File: src/rtl/sd_converter_pkg.sv
// Shared definitions for the stochastic-to-digital converter.
package sd_converter_pkg;

    // Converter states, encoded to match the rest of the stochastic toolchain.
    typedef enum logic [1:0] {
        SD_IDLE  = 2'd0,
        SD_ACCUM = 2'd1,
        SD_HOLD  = 2'd2
    } sd_state_e;

    // Window length in qualified bits: one full maximal-length LFSR period.
    function automatic int sd_window_len(input int precision);
        return (1 << precision) - 1;
    endfunction

endpackage

File: src/rtl/sc_counter.sv
// Parameterised up-counter with synchronous clear, enable and terminal-count flag.
module sc_counter #(
    parameter int               WIDTH    = 8,
    parameter logic [WIDTH-1:0] TC_VALUE = '1
) (
    input  logic             clk,
    input  logic             rst,
    input  logic             clear_i,
    input  logic             en_i,
    output logic [WIDTH-1:0] cnt_o,
    output logic             tc_o
);

    logic [WIDTH-1:0] cnt_d;
    logic [WIDTH-1:0] cnt_q;

    // Next count: clear wins over enable.
    always_comb begin
        // NOTE: assign the default first so every path drives cnt_d and no latch is inferred.
        cnt_d = cnt_q;
        if (clear_i) begin
            cnt_d = '0;
        end else if (en_i) begin
            cnt_d = cnt_q + 1'b1;
        end
    end

    // Count register with synchronous active-low reset.
    always_ff @(posedge clk) begin
        // NOTE: sequential state uses non-blocking assignments so all flops update together.
        if (!rst) begin
            cnt_q <= '0;
        end else begin
            cnt_q <= cnt_d;
        end
    end

    assign cnt_o = cnt_q;
    assign tc_o  = (cnt_q == TC_VALUE);

endmodule

File: src/rtl/sd_converter.sv
// Stochastic-to-digital converter: counts ones over one LFSR period of qualified bits.
module sd_converter
    import sd_converter_pkg::*;
#(
    parameter int PRECISION = 8
) (
    input  logic                 clk,
    input  logic                 rst,
    input  logic                 start,
    input  logic                 in_valid,
    input  logic                 in,
    input  logic                 out_ready,
    output logic [PRECISION-1:0] out,
    output logic                 out_valid,
    output logic                 busy
);

    // Index value just before the final bit of the window is accepted.
    localparam logic [PRECISION-1:0] PRE_LAST = PRECISION'(sd_window_len(PRECISION) - 1);

    sd_state_e            state_d, state_q;
    logic [PRECISION-1:0] out_d, out_q;
    logic                 out_valid_d, out_valid_q;
    logic                 busy_d, busy_q;

    logic                 cnt_clear;
    logic                 ones_en;
    logic                 idx_en;
    logic [PRECISION-1:0] ones_cnt;
    logic                 last_bit;
    logic                 ones_tc_unused;
    logic [PRECISION-1:0] idx_cnt_unused;

    sc_counter #(
        .WIDTH    (PRECISION),
        .TC_VALUE ('1)
    ) u_ones (
        .clk     (clk),
        .rst     (rst),
        .clear_i (cnt_clear),
        .en_i    (ones_en),
        .cnt_o   (ones_cnt),
        .tc_o    (ones_tc_unused)
    );

    sc_counter #(
        .WIDTH    (PRECISION),
        .TC_VALUE (PRE_LAST)
    ) u_index (
        .clk     (clk),
        .rst     (rst),
        .clear_i (cnt_clear),
        .en_i    (idx_en),
        .cnt_o   (idx_cnt_unused),
        .tc_o    (last_bit)
    );

    // Next-state, counter controls and registered-output next values.
    always_comb begin
        state_d   = state_q;
        out_d     = out_q;
        cnt_clear = 1'b0;
        ones_en   = 1'b0;
        idx_en    = 1'b0;
        case (state_q)
            SD_IDLE: begin
                if (start) begin
                    state_d   = SD_ACCUM;
                    cnt_clear = 1'b1;
                end
            end
            SD_ACCUM: begin
                if (in_valid) begin
                    idx_en  = 1'b1;
                    ones_en = in;
                    if (last_bit) begin
                        // The final bit is folded in here since the counter only updates at this edge.
                        out_d   = ones_cnt + {{(PRECISION-1){1'b0}}, in};
                        state_d = SD_HOLD;
                    end
                end
            end
            SD_HOLD: begin
                if (out_ready) begin
                    if (start) begin
                        state_d   = SD_ACCUM;
                        cnt_clear = 1'b1;
                    end else begin
                        state_d = SD_IDLE;
                    end
                end
            end
            default: state_d = SD_IDLE;
        endcase
        busy_d      = (state_d == SD_ACCUM);
        out_valid_d = (state_d == SD_HOLD);
    end

    // State and output registers; reset discards any partial window.
    always_ff @(posedge clk) begin
        if (!rst) begin
            state_q     <= SD_IDLE;
            out_q       <= '0;
            out_valid_q <= 1'b0;
            busy_q      <= 1'b0;
        end else begin
            state_q     <= state_d;
            out_q       <= out_d;
            out_valid_q <= out_valid_d;
            busy_q      <= busy_d;
        end
    end

    assign out       = out_q;
    assign out_valid = out_valid_q;
    assign busy      = busy_q;

endmodule

File: config.mk
export PLATFORM = sky130hd
export DESIGN_NAME = sd_converter
export DESIGN_NICKNAME = d
export VERILOG_FILES = /design/src/rtl/sd_converter_pkg.sv /design/src/rtl/sc_counter.sv /design/src/rtl/sd_converter.sv
export SDC_FILE = /design/constraint.sdc
export NUM_CORES = 1
export LEC_CHECK = 0
export BUFFER_PORTS_ARGS = -buffer_cell sky130_fd_sc_hd__buf_2
export CORE_MARGIN = 3
export CORE_UTILIZATION = 60
export DETAILED_ROUTE_END_ITERATION = 10
export PLACE_DENSITY = 0.82
export SYNTH_ARGS = -nofsm -noshare
export SYNTH_HDL_FRONTEND = slang
export SYNTH_SLANG_ARGS = --single-unit
File: constraint.sdc
create_clock -name clk -period 3.7 [get_ports clk]
set_clock_uncertainty 0.05 [all_clocks]
set_input_delay 0.37 -clock clk [delete_from_list [all_inputs] [get_ports clk]]
set_output_delay 0.37 -clock clk [all_outputs]
set_load 0.005 [all_outputs]
==> impl_metrics.toml, run 1 <==
[global_route]
grt_pass1_vias = 1123
grt_pass1_wl_mm = 4.926
met2_usage_pct = 36.49
grt-ovfl-total = 0
busiest_layer = "met2"
grt_max_degree = 16
grtUsageTotal_pct = 23.41
use_met1_pct = 31.74
antenna_found_initial = 0
met3_usage_pct = 2.493

[floorplanning]
core-area_um2 = 2062
rows = 16
dieArea_um2 = 2900
die_h_um = 53.85
pin_count = 16
die_x_um = 53.85
initial_utilization_pct = 66.63

[synth]
yosysSeqAreaShare_pct = 40.80
synth_most_common_cell = "dfxtp_1"
yosysTopAreaCellShare_pct = 40.80
synth_edf_count = 0
async_reset_ff_share_pct = 0
synth_area_leaders = "dfxtp_1 (41%), a21oi_1 (4.7%), ha_1 (4.6%)"
synth_fp_nets = 162
ys_seq_elements = 28
syn_avg_cell_area_um2 = 9.098
netlist_instances = 151
synth_warnings = 0
synth_common_cells = "dfxtp_1 (28), a21oi_1 (13), o31ai_1 (8)"
synth_area_um2 = 1374
ys_types = 37
ys.flop_type = "dfxtp_1"
synth_largest_area_cell = "dfxtp_1"

[layout]
instances_no_fill = 190
nFillCells = 174
antenna_cells = 0
final_cell_area_um2 = 1478
nNetsFinal = 175
layout-drive-gt1-share_pct = 13.50
areaGrowthSynthToFinish_pct = 7.559

[route]
viasPerCell = 6.511
antenna_left = 0
first_pass_iters = 4
wl_per_cell_um = 15.89
wl_mm = 3.019
dr.first_iter.drc_count = 48
vias = 1237
drcViolationCount = 0

[power]
leakage_nw = 0.5096
pwr_density_cell_nw_per_um2 = 330.3
vdd_drop_max_mv = 0.2433

[sta]
max_slew_margin_pct = 30.98
fmax_mhz = 570.5
layout_setup_ws_ns = 1.947
finalSetupTns_ns = 0
whs_ns = 0.2543
rsz0062_at_grt = "no"
hold_violations = 0
min_period_ns = 1.753
post-route-period-util_pct = 47.37
setup-violations-final = 0
worst_pin_slew_ns = 1.028
slew_violations = 0

[clock_tree]
root_buffer = "clkbuf_4"
cts_buffers = 3
postCtsResizedCells = 0
post_cts_buffers = 0
cts.path.max_buffers = 2
cts_max_level = 1
cts-hold-fix-buffers = 0
clkTransAtPathRegs_ns = 0.14
cts_tree = "yes"
clk_latency_ns = 0.33
clkSinkCount = 28

[worst_setup_path]
critPathMaxFanout = 15
cp_data_required_time_ns = 3.83
cp-start-kind = "flop"
cp.arrival_ns = 1.88
path_class = "reg2reg"
crit_path_end_kind = "flop"

[outcome]
status = "completed"

[place]
postPlaceCellArea_um2 = 1441
place_congestion = 0.8242
io_buffer_count = 15
place_inst = 186
dp_hpwl_mm = 2.178
dp_worst_setup_slack_ns = 1.961

[run]
drv_cap = 0

[hold_path]
hp-class = "in2reg"
## cells in the final DEF, fill, tap and decap left out
master and count:
ha_1 5, nor2_1 6, o211ai_1 2, clkbuf_8 1, or3_1 6, nand4b_2 1
and3b_1 1, o21ai_0 6, a21oi_1 13, nand3_1 5, mux2i_1 2, or4_1 6
inv_1 6, xnor2_1 3, nand4_1 6, nand3b_2 1, a211oi_1 5, o31ai_1 8
and3_1 1, nand4b_1 2, o21ai_1 1, a41o_1 1, o21a_1 2, clkinv_1 1
a311oi_1 3, dfxtp_1 28, a32oi_1 1, buf_2 15, nand2b_1 1, nor3_2 1
xor2_1 2, or2b_1 1, a31oi_1 6, clkbuf_4 3, nor2b_1 3, nand2_1 6
and4_1 2
## layout make-up
cell class              instances  area [µm²]  area share, %
multi-input cells             109       745.7          50.47
repair buffers                 15       75.07          5.080
clock buffers                   4       36.28          2.456
flip-flops and latches         28       560.5          37.93
well taps                      27       33.78          2.286
inverters                       7       26.28          1.778
## flip-flops by register name, indices dropped and copies added (netlist names)
name / flops
out: 8
u_index.cnt_o: 8
u_ones.cnt_o: 8
state_q: 2
busy: 1
out_valid: 1
## per-layer routing
metal	vias up	wire length, µm
met5	-	0
met4	0	64
met3	7	202
met2	55	1394
met1	570	1358
li1	605	-
## metrics by stage
step                      utilization, %  power [mW]
after global placement             69.90      0.3425
after global routing               71.66      0.5014
after detailed placement           69.90      0.3435
after floorplan                        -      0.3343
after CTS                          71.66      0.4914
final                              71.66      0.4881
## cells by family (layout without fill, tap and decap cells)
| family | after synthesis | after routing | synth area share, % |
|---|---|---|---|
| simple gates | 49 | 49 | 22.50 |
| compound gates | 48 | 48 | 22.59 |
| flops | 28 | 28 | 40.80 |
| buf+inv | 14 | 26 | 4.917 |
| fa+ha+maj | 5 | 5 | 4.554 |
| xor+xnor | 5 | 5 | 3.188 |
| mux | 2 | 2 | 1.457 |
## path summary, 6_finish.rpt
path              startpoint  cells past startpoint                to  slack [ns]
hold reg to reg       out[0]                      2            out[0]        0.43
hold / removal           rst                      2              busy        0.25
setup reg to reg  state_q[0]                      3  u_index.cnt_o[3]        1.95
setup / recovery  state_q[0]                      3  u_index.cnt_o[3]        1.95
## where the power goes
part           switching, mW  total (mW)  internal (mW)
clock network         0.0902       0.151         0.0603
registers            0.00350       0.308          0.305
logic                 0.0196      0.0294        0.00984
## critical path, stage by stage, from the launching register on
cell and delay [ns]:
dfxtp_1 0.41, nand2b_1 0.22, o21ai_1 0.82, a21oi_1 0.10
No activity file was read; power rests on OpenSTA's default activity.
==> run 2: changes to the inputs <==
- ABC_AREA: default -> 1
- CORE_UTILIZATION: 60 -> 51
- PLACE_DENSITY: 0.82 -> 0.74
- clock period: 3.7 -> 1.5 ns (I/O delays scaled with it)
==> impl_metrics.toml, run 2 <==
[synth]
syn_avg_cell_area_um2 = 6.909
async_reset_ff_share_pct = 0
yosysTopAreaCellShare_pct = 39.58
synth_area_um2 = 1416
synth_edf_count = 0
netlist_instances = 205
synth_area_leaders = "dfxtp_1 (40%), nand2_1 (12%), inv_1 (8.2%)"
ys.flop_type = "dfxtp_1"
synth_warnings = 0
synth_fp_nets = 216
ys_seq_elements = 28
synth_common_cells = "nand2_1 (46), inv_1 (31), dfxtp_1 (28), nor2_1 (28), a21oi_1 (15)"
synth_most_common_cell = "nand2_1"
yosysSeqAreaShare_pct = 39.58
synth_largest_area_cell = "dfxtp_1"
ys_types = 22

[place]
place_congestion = 0.8108
dp_worst_setup_slack_ns = 0.1255
dp_hpwl_mm = 2.168
postPlaceCellArea_um2 = 1524
place_inst = 249
io_buffer_count = 15

[route]
antenna_left = 0
wl_mm = 2.843
viasPerCell = 5.036
drcViolationCount = 0
vias = 1274
first_pass_iters = 4
dr.first_iter.drc_count = 42
wl_per_cell_um = 11.24

[worst_setup_path]
path_class = "reg2reg"
r2r-start = "u_index.cnt_o[0]"
cp_data_required_time_ns = 1.72
cp_cell_sequence = "inv_1, ha_1, nand2_1, nor2_1, nand2_1, nor2_4, nand2_1, nor2_1, nor2_1"
critPathMaxFanout = 5
critPathSlowestCell = "dfxtp_1"
r2r_cells = 9
cp-start-kind = "flop"
path_buf_inv = 1
cpPeakStageDelay_ns = 0.36
r2r_end = "out[7]"
crit_path_end_kind = "flop"
cp.arrival_ns = 1.58
critical-path-top-delay-family = "simple AND/OR/NAND/NOR gates"
rrSetupSlack_ns = 0.14

[clock_tree]
cts.path.max_buffers = 2
clkSinkCount = 28
root_buffer = "clkbuf_4"
cts_max_level = 1
cts_tree = "yes"
post_cts_buffers = 0
clkTransAtPathRegs_ns = 0.16
clk_latency_ns = 0.34
cts_buffers = 3
cts-hold-fix-buffers = 0

[power]
p_seq_share_pct = 62.1
pwr_density_cell_nw_per_um2 = 772.2
p_clk_share_pct = 31.4
swShare_pct = 24.11
p_int_mw = 0.9254
vdd_drop_max_mv = 0.5468
leakage_nw = 0.7074
switching_power_mw = 0.2940
comb_power_share_pct = 6.4

[floorplanning]
rows = 18
initial_utilization_pct = 55.17
die_h_um = 58.70
core-area_um2 = 2567
die_x_um = 58.70
pin_count = 16
dieArea_um2 = 3446

[layout]
nNetsFinal = 235
register_area_um2 = 560.5
nFillCells = 252
instances_no_fill = 253
final_common_cell = "nand2_1"
areaGrowthSynthToFinish_pct = 11.48
layout-drive-gt1-share_pct = 15.70
final_cell_mix = "nand2_1 (46), inv_1 (31), nor2_1 (28), dfxtp_1 (28), buf_2 (15)"
multi_input_area_um2 = 738.2
final_cell_area_um2 = 1579
antenna_cells = 0

[hold_path]
min-delay-start = "rst"
min_path_cells = 3
whs_endpoint = "out[5]"
hp-class = "in2reg"

[sta]
whs_ns = 0.03827
fmax_mhz = 735.0
finalSetupTns_ns = 0
post-route-period-util_pct = 90.70
worst_pin_slew_ns = 0.3443
min_period_ns = 1.360
hold_violations = 0
slew_violations = 0
max_slew_margin_pct = 76.96
rsz0062_at_grt = "yes"
layout_setup_ws_ns = 0.1395
setup-violations-final = 0

[global_route]
grtUsageTotal_pct = 18.96
grt_pass1_vias = 1177
antenna_found_initial = 0
grt_max_degree = 16
grt-ovfl-total = 0
grt_pass1_wl_mm = 5.043

[outcome]
status = "completed"

[run]
drv_cap = 0
[run 2: worst max path at each step]
stage	start	end	slack (ns)	cells past startpoint
floorplan	u_ones.cnt_o[0]	out[4]	0.17	6
global placement	u_ones.cnt_o[0]	out[4]	0.18	6
detailed placement	u_index.cnt_o[0]	out[7]	0.13	9
CTS	u_index.cnt_o[0]	out[7]	0.11	9
global route	u_index.cnt_o[0]	out[2]	-0.007	8
finish	u_index.cnt_o[0]	out[7]	0.14	9
[run 2: what timing repair did]
action                                 CTS  global route
endpoints found under the hold margin    0             0
gates resized for setup                  0             4
setup endpoints to repair                0             5
[run 2: power by group through the flow]
stage	registers, mW	logic [mW]	clock network, mW
floorplan	0.773	0.0553	0
global placement	0.773	0.0749	0
detailed placement	0.774	0.0766	0
CTS	0.758	0.0771	0.394
global route	0.759	0.0900	0.417
finish	0.758	0.0786	0.383
[run 2: worst register-to-register path, cell delays in order, from the launching register on]
cell,delay (ns)
dfxtp_1,0.36
inv_1,0.10
ha_1,0.17
nand2_1,0.05
nor2_1,0.12
nand2_1,0.12
nor2_4,0.14
nand2_1,0.06
nor2_1,0.08
nor2_1,0.04
[run 2: cell type report]
| class | instances | area share (%) |
|---|---|---|
| Inverter | 33 | 7.845 |
| Tap cell | 30 | 2.377 |
| Clock buffer | 4 | 2.298 |
| Timing Repair Buffer | 16 | 5.230 |
| Sequential cell | 28 | 35.50 |
| Multi-Input combinational cell | 142 | 46.75 |
[run 2: metal layers]
metal	GRT usage, %	part of all wire (%)	up-vias
met5	0	0	-
met4	8.091	1.7	0
met3	3.070	4.8	5
met2	30.62	43	30
met1	25.03	51	549
li1	-	-	690
[run 2: cell families (layout without fill, tap and decap cells)]
group           count (synthesis)  in the layout  synth area share [%]
flops                          28             28                 39.58
fa+ha+maj                       5              5                 4.417
simple gates                  105            105                 34.45
xor+xnor                        2              2                 1.237
compound gates                 30             30                 10.69
buf+inv                        35             53                 9.629
[run 2: metrics by stage]
step           power (mW)  utilization, %
6_report            1.219           61.50
5_1_grt             1.266           61.50
2_1_floorplan      0.8287               -
3_3_place_gp       0.8479           59.36
3_5_place_dp       0.8503           59.36
4_1_cts             1.229           60.77
==> run 3: changes to the inputs <==
- ABC_AREA: 1 -> default
- CORE_UTILIZATION: 51 -> 50
- PLACE_DENSITY: 0.74 -> 0.73
- RECOVER_POWER: default -> 50
==> impl_metrics.toml, run 3 (synthesis results as in run 1) <==
[outcome]
status = "completed"

[global_route]
use_met1_pct = 27.31
grtUsageTotal_pct = 20.01
met2_usage_pct = 32.06
grt-ovfl-total = 0
met3_usage_pct = 3.070
grt_pass1_wl_mm = 5.361
grt_max_degree = 17
antenna_found_initial = 0
grt_pass1_vias = 1189
busiest_layer = "met2"

[sta]
post-route-period-util_pct = 99.62
layout_setup_ws_ns = 0.005631
max_slew_margin_pct = 77.74
setup-violations-final = 0
whs_ns = 0.01665
fmax_mhz = 669.2
worst_pin_slew_ns = 0.3311
slew_violations = 0
hold_violations = 0
rsz0062_at_grt = "yes"
min_period_ns = 1.494

[layout]
areaGrowthSynthToFinish_pct = 26.32
final_cell_area_um2 = 1735
antenna_cells = 0
layout-drive-gt1-share_pct = 30.39
fin_util_pct = 68.19
final_cell_mix = "dfxtp_1 (22), buf_4 (18), a21oi_1 (11), buf_2 (11), o31ai_1 (8)"
nFillCells = 185
nNetsFinal = 193
final_common_cell = "dfxtp_1"
instances_no_fill = 211

[route]
drcViolationCount = 0
vias = 1311
wl_mm = 3.502
first_pass_iters = 4
dr.first_iter.drc_count = 74
wl_per_cell_um = 16.60
viasPerCell = 6.213
antenna_left = 0

[place]
place_congestion = 0.8064
dp_hpwl_mm = 2.223
postPlaceCellArea_um2 = 1550
dp_worst_setup_slack_ns = -0.01467
io_buffer_count = 15
place_inst = 203

[worst_setup_path]
cp-start-kind = "flop"
crit_path_end_kind = "flop"
cp.arrival_ns = 1.73
cp_data_required_time_ns = 1.74
path_class = "reg2reg"
critPathMaxFanout = 7

[floorplanning]
die_x_um = 58.42
die_h_um = 58.42
pin_count = 16
rows = 18
initial_utilization_pct = 53.98
core-area_um2 = 2545
dieArea_um2 = 3412

[clock_tree]
root_buffer = "clkbuf_4"
clk_latency_ns = 0.34
cts_tree = "yes"
clkTransAtPathRegs_ns = 0.16
cts-hold-fix-buffers = 0
cts.path.max_buffers = 2
clkSinkCount = 28
cts_max_level = 1
cts_buffers = 3

[hold_path]
hp-class = "in2reg"

[power]
leakage_nw = 0.6235
vdd_drop_max_mv = 0.5234
pwr_density_cell_nw_per_um2 = 796.8

[run]
drv_cap = 0
[run 3: cell types whose count changed in the layout (fill, tap and decap cells not counted), moves of 5 or more]
cell / delta
a31oi_1: +5
buf_4: +17
dfxtp_1: -6
dfxtp_2: +5
inv_1: -25
nand2_1: -41
nand3_1: -6
nor2_1: -22
o21ai_0: -7
o31ai_1: +8
or3_1: +5
or4_1: +5
[run 3: worst paths after layout]
| kind | from | slack (ns) | cells after the start | to |
|---|---|---|---|---|
| min | rst | 0.02 | 2 | busy |
| max reg2reg | state_q[1] | 0.006 | 4 | u_index.cnt_o[7] |
| max | state_q[1] | 0.006 | 4 | u_index.cnt_o[7] |
| min reg2reg | out[0] | 0.44 | 2 | out[0] |
[run 3: layer usage]
metal	share of wire [%]	vias up	wire length, µm
met5	0	-	0
met4	1.6	0	57
met3	6.4	7	224
met2	49	46	1726
met1	43	617	1492
li1	-	641	-
[run 3: cell type report]
cell class,instances,area (µm²),share of cell area [%]
sequential,28,570.5,32.88
tap,30,37.54,2.163
clock buffer,3,22.52,1.298
inverter,7,26.28,1.514
multi-input combinational,109,843.3,48.59
timing repair buffer,33,205.2,11.82
clock inverter,1,30.03,1.730
[run 3: worst max-delay path: stages (launching register included)]
cell,delay [ns]
dfxtp_1,0.36
buf_4,0.15
nand3b_4,0.18
or4_1,0.54
a21oi_2,0.16
[run 3: where the power goes]
group	switching [mW]	internal, mW
Combinational	0.0651	0.0470
Sequential	0.00580	0.752
Clock	0.243	0.271
Total	0.314	1.07
[run 3: timing repair]
item                       in CTS  in global routing
pin swaps                       0                  3
setup endpoints to repair       7                 14
buffers inserted                0                  4
resized for setup               4                 23
[run 3: per-stage QoR]
stage               TNS (ns)  power (mW)
floorplan                  0      0.8245
global placement           0      0.8607
detailed placement  -0.01943      0.8642
CTS                        0       1.367
global route         -0.1250       1.419
finish                     0       1.383
